## src/rtl/minc_trace_fifo.sv

```systemverilog
// Trace buffer for the minc core: captures each distinct (pc, acc) pair into a FWFT FIFO; MINC_TRACE_TS_EN adds a 16-bit timestamp.
// Entry visible one cycle after capture; rd_data held while rd_valid & !rd_ready; captures into a full FIFO are dropped and counted.
module minc_trace_fifo #(
  parameter int DEPTH = 16,
  parameter int AW    = 4
) (
  input  logic          CLK,
  input  logic          nRESET,
  input  logic [15:0]   pc_in,
  input  logic [7:0]    acc_in,
  input  logic          trace_en,
  input  logic          rd_ready,
  output logic          rd_valid,
`ifdef MINC_TRACE_TS_EN
  output logic [39:0]   rd_data,
`else
  output logic [23:0]   rd_data,
`endif
  output logic [AW:0]   level,
  output logic          ovf,
  output logic [7:0]    drop_cnt,
  input  logic          clr_ovf
);

  typedef struct packed {
    logic [15:0] pc;
    logic [7:0]  acc;
`ifdef MINC_TRACE_TS_EN
    logic [15:0] ts;
`endif
  } entry_t;

  typedef enum logic [1:0] {ST_OFF, ST_FIRST, ST_RUN} state_t;

  localparam logic [AW:0] FULL_LVL = DEPTH[AW:0];

  state_t        state;
  logic [15:0]   last_pc;
  logic [7:0]    last_acc;
  entry_t        mem [DEPTH];
  entry_t        wr_dat;
  logic [AW-1:0] wr_ptr;
  logic [AW-1:0] rd_ptr;
  logic          full;
  logic          pop;
  logic          cap_vld;
  logic          push;
  logic          drop;

`ifdef MINC_TRACE_TS_EN
  logic [15:0]   ts_cnt;

  always_ff @(posedge CLK or negedge nRESET) begin
    if (!nRESET) ts_cnt <= '0;
    else         ts_cnt <= ts_cnt + 16'd1;
  end

  assign wr_dat = '{pc: pc_in, acc: acc_in, ts: ts_cnt};
`else
  assign wr_dat = '{pc: pc_in, acc: acc_in};
`endif

  always_ff @(posedge CLK or negedge nRESET) begin
    if (!nRESET) begin
      state <= ST_OFF;
    end else if (!trace_en) begin
      state <= ST_OFF;
    end else begin
      case (state)
        ST_OFF:   state <= ST_FIRST;
        ST_FIRST: state <= ST_RUN;
        default:  state <= ST_RUN;
      endcase
    end
  end

  // FIRST records the entry sample even if it matches the stale last_pc/last_acc.
  always_comb begin
    cap_vld = 1'b0;
    if (trace_en) begin
      if (state == ST_FIRST)
        cap_vld = 1'b1;
      else if (state == ST_RUN)
        cap_vld = ({pc_in, acc_in} != {last_pc, last_acc});
    end
  end

  assign rd_valid = (level != '0);
  assign full     = (level == FULL_LVL);
  assign pop      = rd_valid & rd_ready;
  assign push     = cap_vld & (~full | pop);
  assign drop     = cap_vld & full & ~pop;
  assign rd_data  = rd_valid ? mem[rd_ptr] : '0;

  always_ff @(posedge CLK) begin
    if (push) mem[wr_ptr] <= wr_dat;
  end

  always_ff @(posedge CLK or negedge nRESET) begin
    if (!nRESET) begin
      wr_ptr   <= '0;
      rd_ptr   <= '0;
      level    <= '0;
      last_pc  <= '0;
      last_acc <= '0;
    end else begin
      if (push) wr_ptr <= wr_ptr + 1'b1;
      if (pop)  rd_ptr <= rd_ptr + 1'b1;
      if (push && !pop)
        level <= level + 1'b1;
      else if (pop && !push)
        level <= level - 1'b1;
      // Dropped captures still move the reference so a stalled consumer doesn't see repeats.
      if (cap_vld) begin
        last_pc  <= pc_in;
        last_acc <= acc_in;
      end
    end
  end

  always_ff @(posedge CLK or negedge nRESET) begin
    if (!nRESET) begin
      ovf      <= 1'b0;
      drop_cnt <= '0;
    end else if (clr_ovf) begin
      ovf      <= 1'b0;
      drop_cnt <= '0;
    end else if (drop) begin
      ovf <= 1'b1;
      if (drop_cnt != 8'hFF) drop_cnt <= drop_cnt + 8'd1;
    end
  end

endmodule

```

## config.mk

```make
export PLATFORM = sky130hd
export DESIGN_NAME = minc_trace_fifo
export DESIGN_NICKNAME = d
export VERILOG_FILES = /design/src/rtl/minc_trace_fifo.sv
export SDC_FILE = /design/constraint.sdc
export NUM_CORES = 1
export LEC_CHECK = 0
export CORE_UTILIZATION = 35
export DETAILED_ROUTE_END_ITERATION = 8
export GPL_ROUTABILITY_DRIVEN = 0
export SYNTH_ARGS = -nofsm -noshare
export SYNTH_HDL_FRONTEND = slang
export SYNTH_SLANG_ARGS = --single-unit
```

## constraint.sdc

```tcl
create_clock -name CLK -period 4.95 [get_ports CLK]
set_clock_uncertainty 0.1 [all_clocks]
set_input_delay 0.7425 -clock CLK [delete_from_list [all_inputs] [get_ports CLK]]
set_output_delay 0.7425 -clock CLK [all_outputs]
set_load 0.1 [all_outputs]
```

==> results of run 1 <==
==> cells by family after synthesis <==
logic type | count (synthesis)
AOI/OAI and AO/OA | 21
DFF | 432
xor gates and xnor gates | 37
adders and majority gates | 11
buffers and inverters | 43
muxes | 149
and+or+nand+nor | 99
==> layout make-up <==
| cell class | count | area, sq um |
|---|---|---|
| multi-input combinational | 317 | 4240 |
| clock inverter | 15 | 108 |
| inverter | 4 | 15.0 |
| sequential | 432 | 12700 |
| clock buffer | 66 | 1290 |
| timing repair buffer | 112 | 981 |
| tap | 615 | 769 |
| fill | 4189 | 27900 |
==> power by group <==
group	switching, mW	internal [mW]
clock	1.36	1.86
combinational	2.97	1.74
sequential	0.367	4.24
total	4.70	7.84
==> layer usage <==
metal	track usage [%]	routed length [microns]
met1	23.6	17700
met2	25.5	18800
met3	2.53	2310
met4	4.71	721
met5	0	10
==> layout by cell type (no fill, tap or decap), drive strengths merged, types with 2 or more instances in the layout <==
master,count
buf,70
a21oi,7
xnor2,6
nand2,10
a21o,2
xor2,31
edfxtp,384
or3,2
nand3,8
o21ai,6
and2,27
mux4,120
nor2,12
mux2,28
clkinvlp,2
dfrtp,48
a31o,2
nor3b,2
inv,6
and3,10
clkbuf,66
nand2b,3
or2,2
ha,10
nor4,7
clkinv,10
clkdlybuf4s50,42
nor3,7
nor2b,3
nand4,3
==> cells in the mapped netlist (all sizes together) (3+ instances only) <==
| library cell | instances | share of area [%] |
|---|---|---|
| nand4 | 3 | 0.11 |
| dfrtp | 48 | 7.0 |
| buf | 21 | 0.76 |
| mux2 | 28 | 1.9 |
| xor2 | 31 | 1.6 |
| ha | 10 | 0.73 |
| edfxtp | 384 | 67 |
| nor2 | 12 | 0.26 |
| inv | 4 | 0.088 |
| nand2 | 10 | 0.22 |
| nand3 | 8 | 0.23 |
| clkbuf | 18 | 0.39 |
| nor3 | 7 | 0.20 |
| mux4 | 120 | 16 |
| and3 | 10 | 0.37 |
| nand2b | 3 | 0.11 |
| nor2b | 3 | 0.11 |
| and2 | 27 | 0.99 |
| xnor2 | 6 | 0.31 |
| o21ai | 6 | 0.20 |
| a21oi | 7 | 0.20 |
| nor4 | 7 | 0.29 |
==> how the worst max path moves through the flow <==
stage | from | to | slack, ns | depth (start not counted)
final | acc_in[7] | level[4] | 0.70 | 15
after global routing | acc_in[7] | level[4] | 0.44 | 15
after global placement | acc_in[7] | level[4] | 0.29 | 15
after CTS | acc_in[7] | level[4] | 0.73 | 15
after detailed placement | acc_in[7] | level[4] | 0.15 | 15
after floorplan | level[0] | mem[0][0] | 0.1 | 5
==> registers in the layout (all words and copies together) (netlist names) <==
| name | flops |
|---|---|
| rd_ptr | 4 |
| last_acc | 8 |
| drop_cnt | 8 |
| wr_ptr | 4 |
| ovf | 1 |
| mem | 384 |
| state | 2 |
| last_pc | 16 |
| level | 5 |
==> worst reg2reg max path, cell delays in order (launching register included) <==
cell and delay, ns:
dfrtp_1 0.39, xor2_1 0.19, nor4_1 0.66, nand4_1 0.26, o21ai_2 0.20, or2_1 0.15, inv_2 0.10, ha_1 0.25
inv_1 0.13, ha_1 0.28, a21o_1 0.19, a21oi_1 0.17, xnor2_1 0.13, nor2_1 0.07, xor2_1 0.14
==> results_dict.tcl, run 1 <==
set metrics [dict create \
    initial_core_util_pct 35.7 \
    drv_cap 0 \
    cts_tree "done" \
    fin_nets 953 \
    synth_top_family_by_area "multiplexers" \
    p_leak_nw 6.62 \
    grt_antenna_before_repair 2 \
    hold_violations 0 \
    synth-seq-cells 432 \
    critPathRequiredTime_ns 5.29 \
    drt_iter0_markers 837 \
    fin_tns_setup_ns 0 \
    ys_seq_area_share_pct 74.3 \
    drtAntennaViolNets 0 \
    r2r-end "level[4]" \
    place_ws_ns 0.147 \
    critPathCaptureType "register" \
    synth_simple_gate_area_share_pct 3.28 \
    drv_slew 0 \
    synth_compound_area_share_pct 0.759 \
    grt_pass1_wl_microns 58200 \
    ys_async_sr_fraction_pct 11.1 \
    io_pins 68 \
    rows 80 \
    max_stage_delay_ns 0.89 \
    clock_path_buffers 3 \
    period_share_pct 85.9 \
    whs_ns 0.248 \
    hp-class "in -> async" \
    worstSetupStartpointType "primary input" \
    vias 8196 \
    synth_cell_types 46 \
    root_buffer "clkbuf_16" \
    yosysWarnings 0 \
    crit_path_cell_trace "clkdlybuf4s50_1 > xor2_1 > nor4_1 > nand4_1 > o21ai_2 > or2_1 > inv_2 > ha_1 > inv_1 > ha_1 > a21o_1 > a21oi_1 > xnor2_1 > nor2_1 > xor2_1" \
    critical_path_class "in -> reg" \
    setup_viol_count_final 0 \
    diodes 0 \
    area_growth_pct 17.5 \
    syn_area_sq_um 17100 \
    avgViaCountPerCell 5.25 \
    cp_top_family "simple AND/OR/NAND/NOR gates" \
    status "finished, final reports clean" \
    rsz0062_at_grt "no" \
    numCtsBuffers 46 \
    grt_start_max_net_pins 45 \
    synth-edff-count 384 \
    clk_latency_ns 0.56 \
    path_clk_slew_ns 0.06 \
    die_area_sq_um 49900 \
    drive_gt1_share_pct 31.8 \
    clock_sinks 432 \
    syn-num-nets 832 \
    dp_cells 1480 \
    syn_area_per_cell_sq_um 21.6 \
    regToRegStartpoint "last_acc[7]" \
    post-dp-hpwl_microns 21300 \
    final_cells 1561 \
    postCtsSetupBuffers 0 \
    fmax_ghz 0.235 \
    cts_htree_levels 2 \
    crit_fanout 18 \
    grt-ovfl-total 0 \
    grt_pass1_vias 8552 \
    die_w_microns 223 \
    wl_per_cell_microns 25.3 \
    grtUsageTotal_pct 16.3 \
    period_needed_ns 4.25 \
    final_util_pct 41.9 \
    place_area_sq_um 18700 \
    synthAdderAreaFrac_pct 0.847 \
    slowest_stage "clkdlybuf4s50_1" \
    synth_xor_area_share_pct 1.89 \
    synthMuxAreaShare_pct 17.7 \
    portBuffers 67 \
    ctsHoldBuffers 0 \
    vdd_drop_max_mv 0.462 \
    slew-limit-headroom_pct 27.3 \
    firstDrtPassIters 5 \
    ctsResizeCount 0 \
    finalWorstSetupSlack_ns 0.697 \
    coreArea_sq_um 48000 \
    post-route-cell-area_sq_um 20100 \
    crit_arrival_ns 4.59 \
    worst_pin_slew_ns 1.09 \
    power_mw 12.5 \
    r2r_cells 14 \
    worstPathBufferInverterCount 3 \
    rrSetupSlack_ns 1.40 \
    die_y_microns 223 \
    synthesis.instances 792 \
    drc 0 \
    power_density_nw_per_um2 622 \
    synth-main-ff-cell "edfxtp_1" \
    wl_microns 39500 \
]
Note: power is estimated with default switching activity, not from simulation.
==> inputs of run 2 (changes only) <==
--- a/config.mk
+++ b/config.mk
@@ -6,6 +6,7 @@
 export NUM_CORES = 1
 export LEC_CHECK = 0
 export CORE_UTILIZATION = 35
+export CTS_CLUSTER_SIZE = 40
 export DETAILED_ROUTE_END_ITERATION = 8
 export GPL_ROUTABILITY_DRIVEN = 0
 export SYNTH_ARGS = -nofsm -noshare
==> results of run 2 <==
Final layout, timing and power as in run 1 (identical DEF).
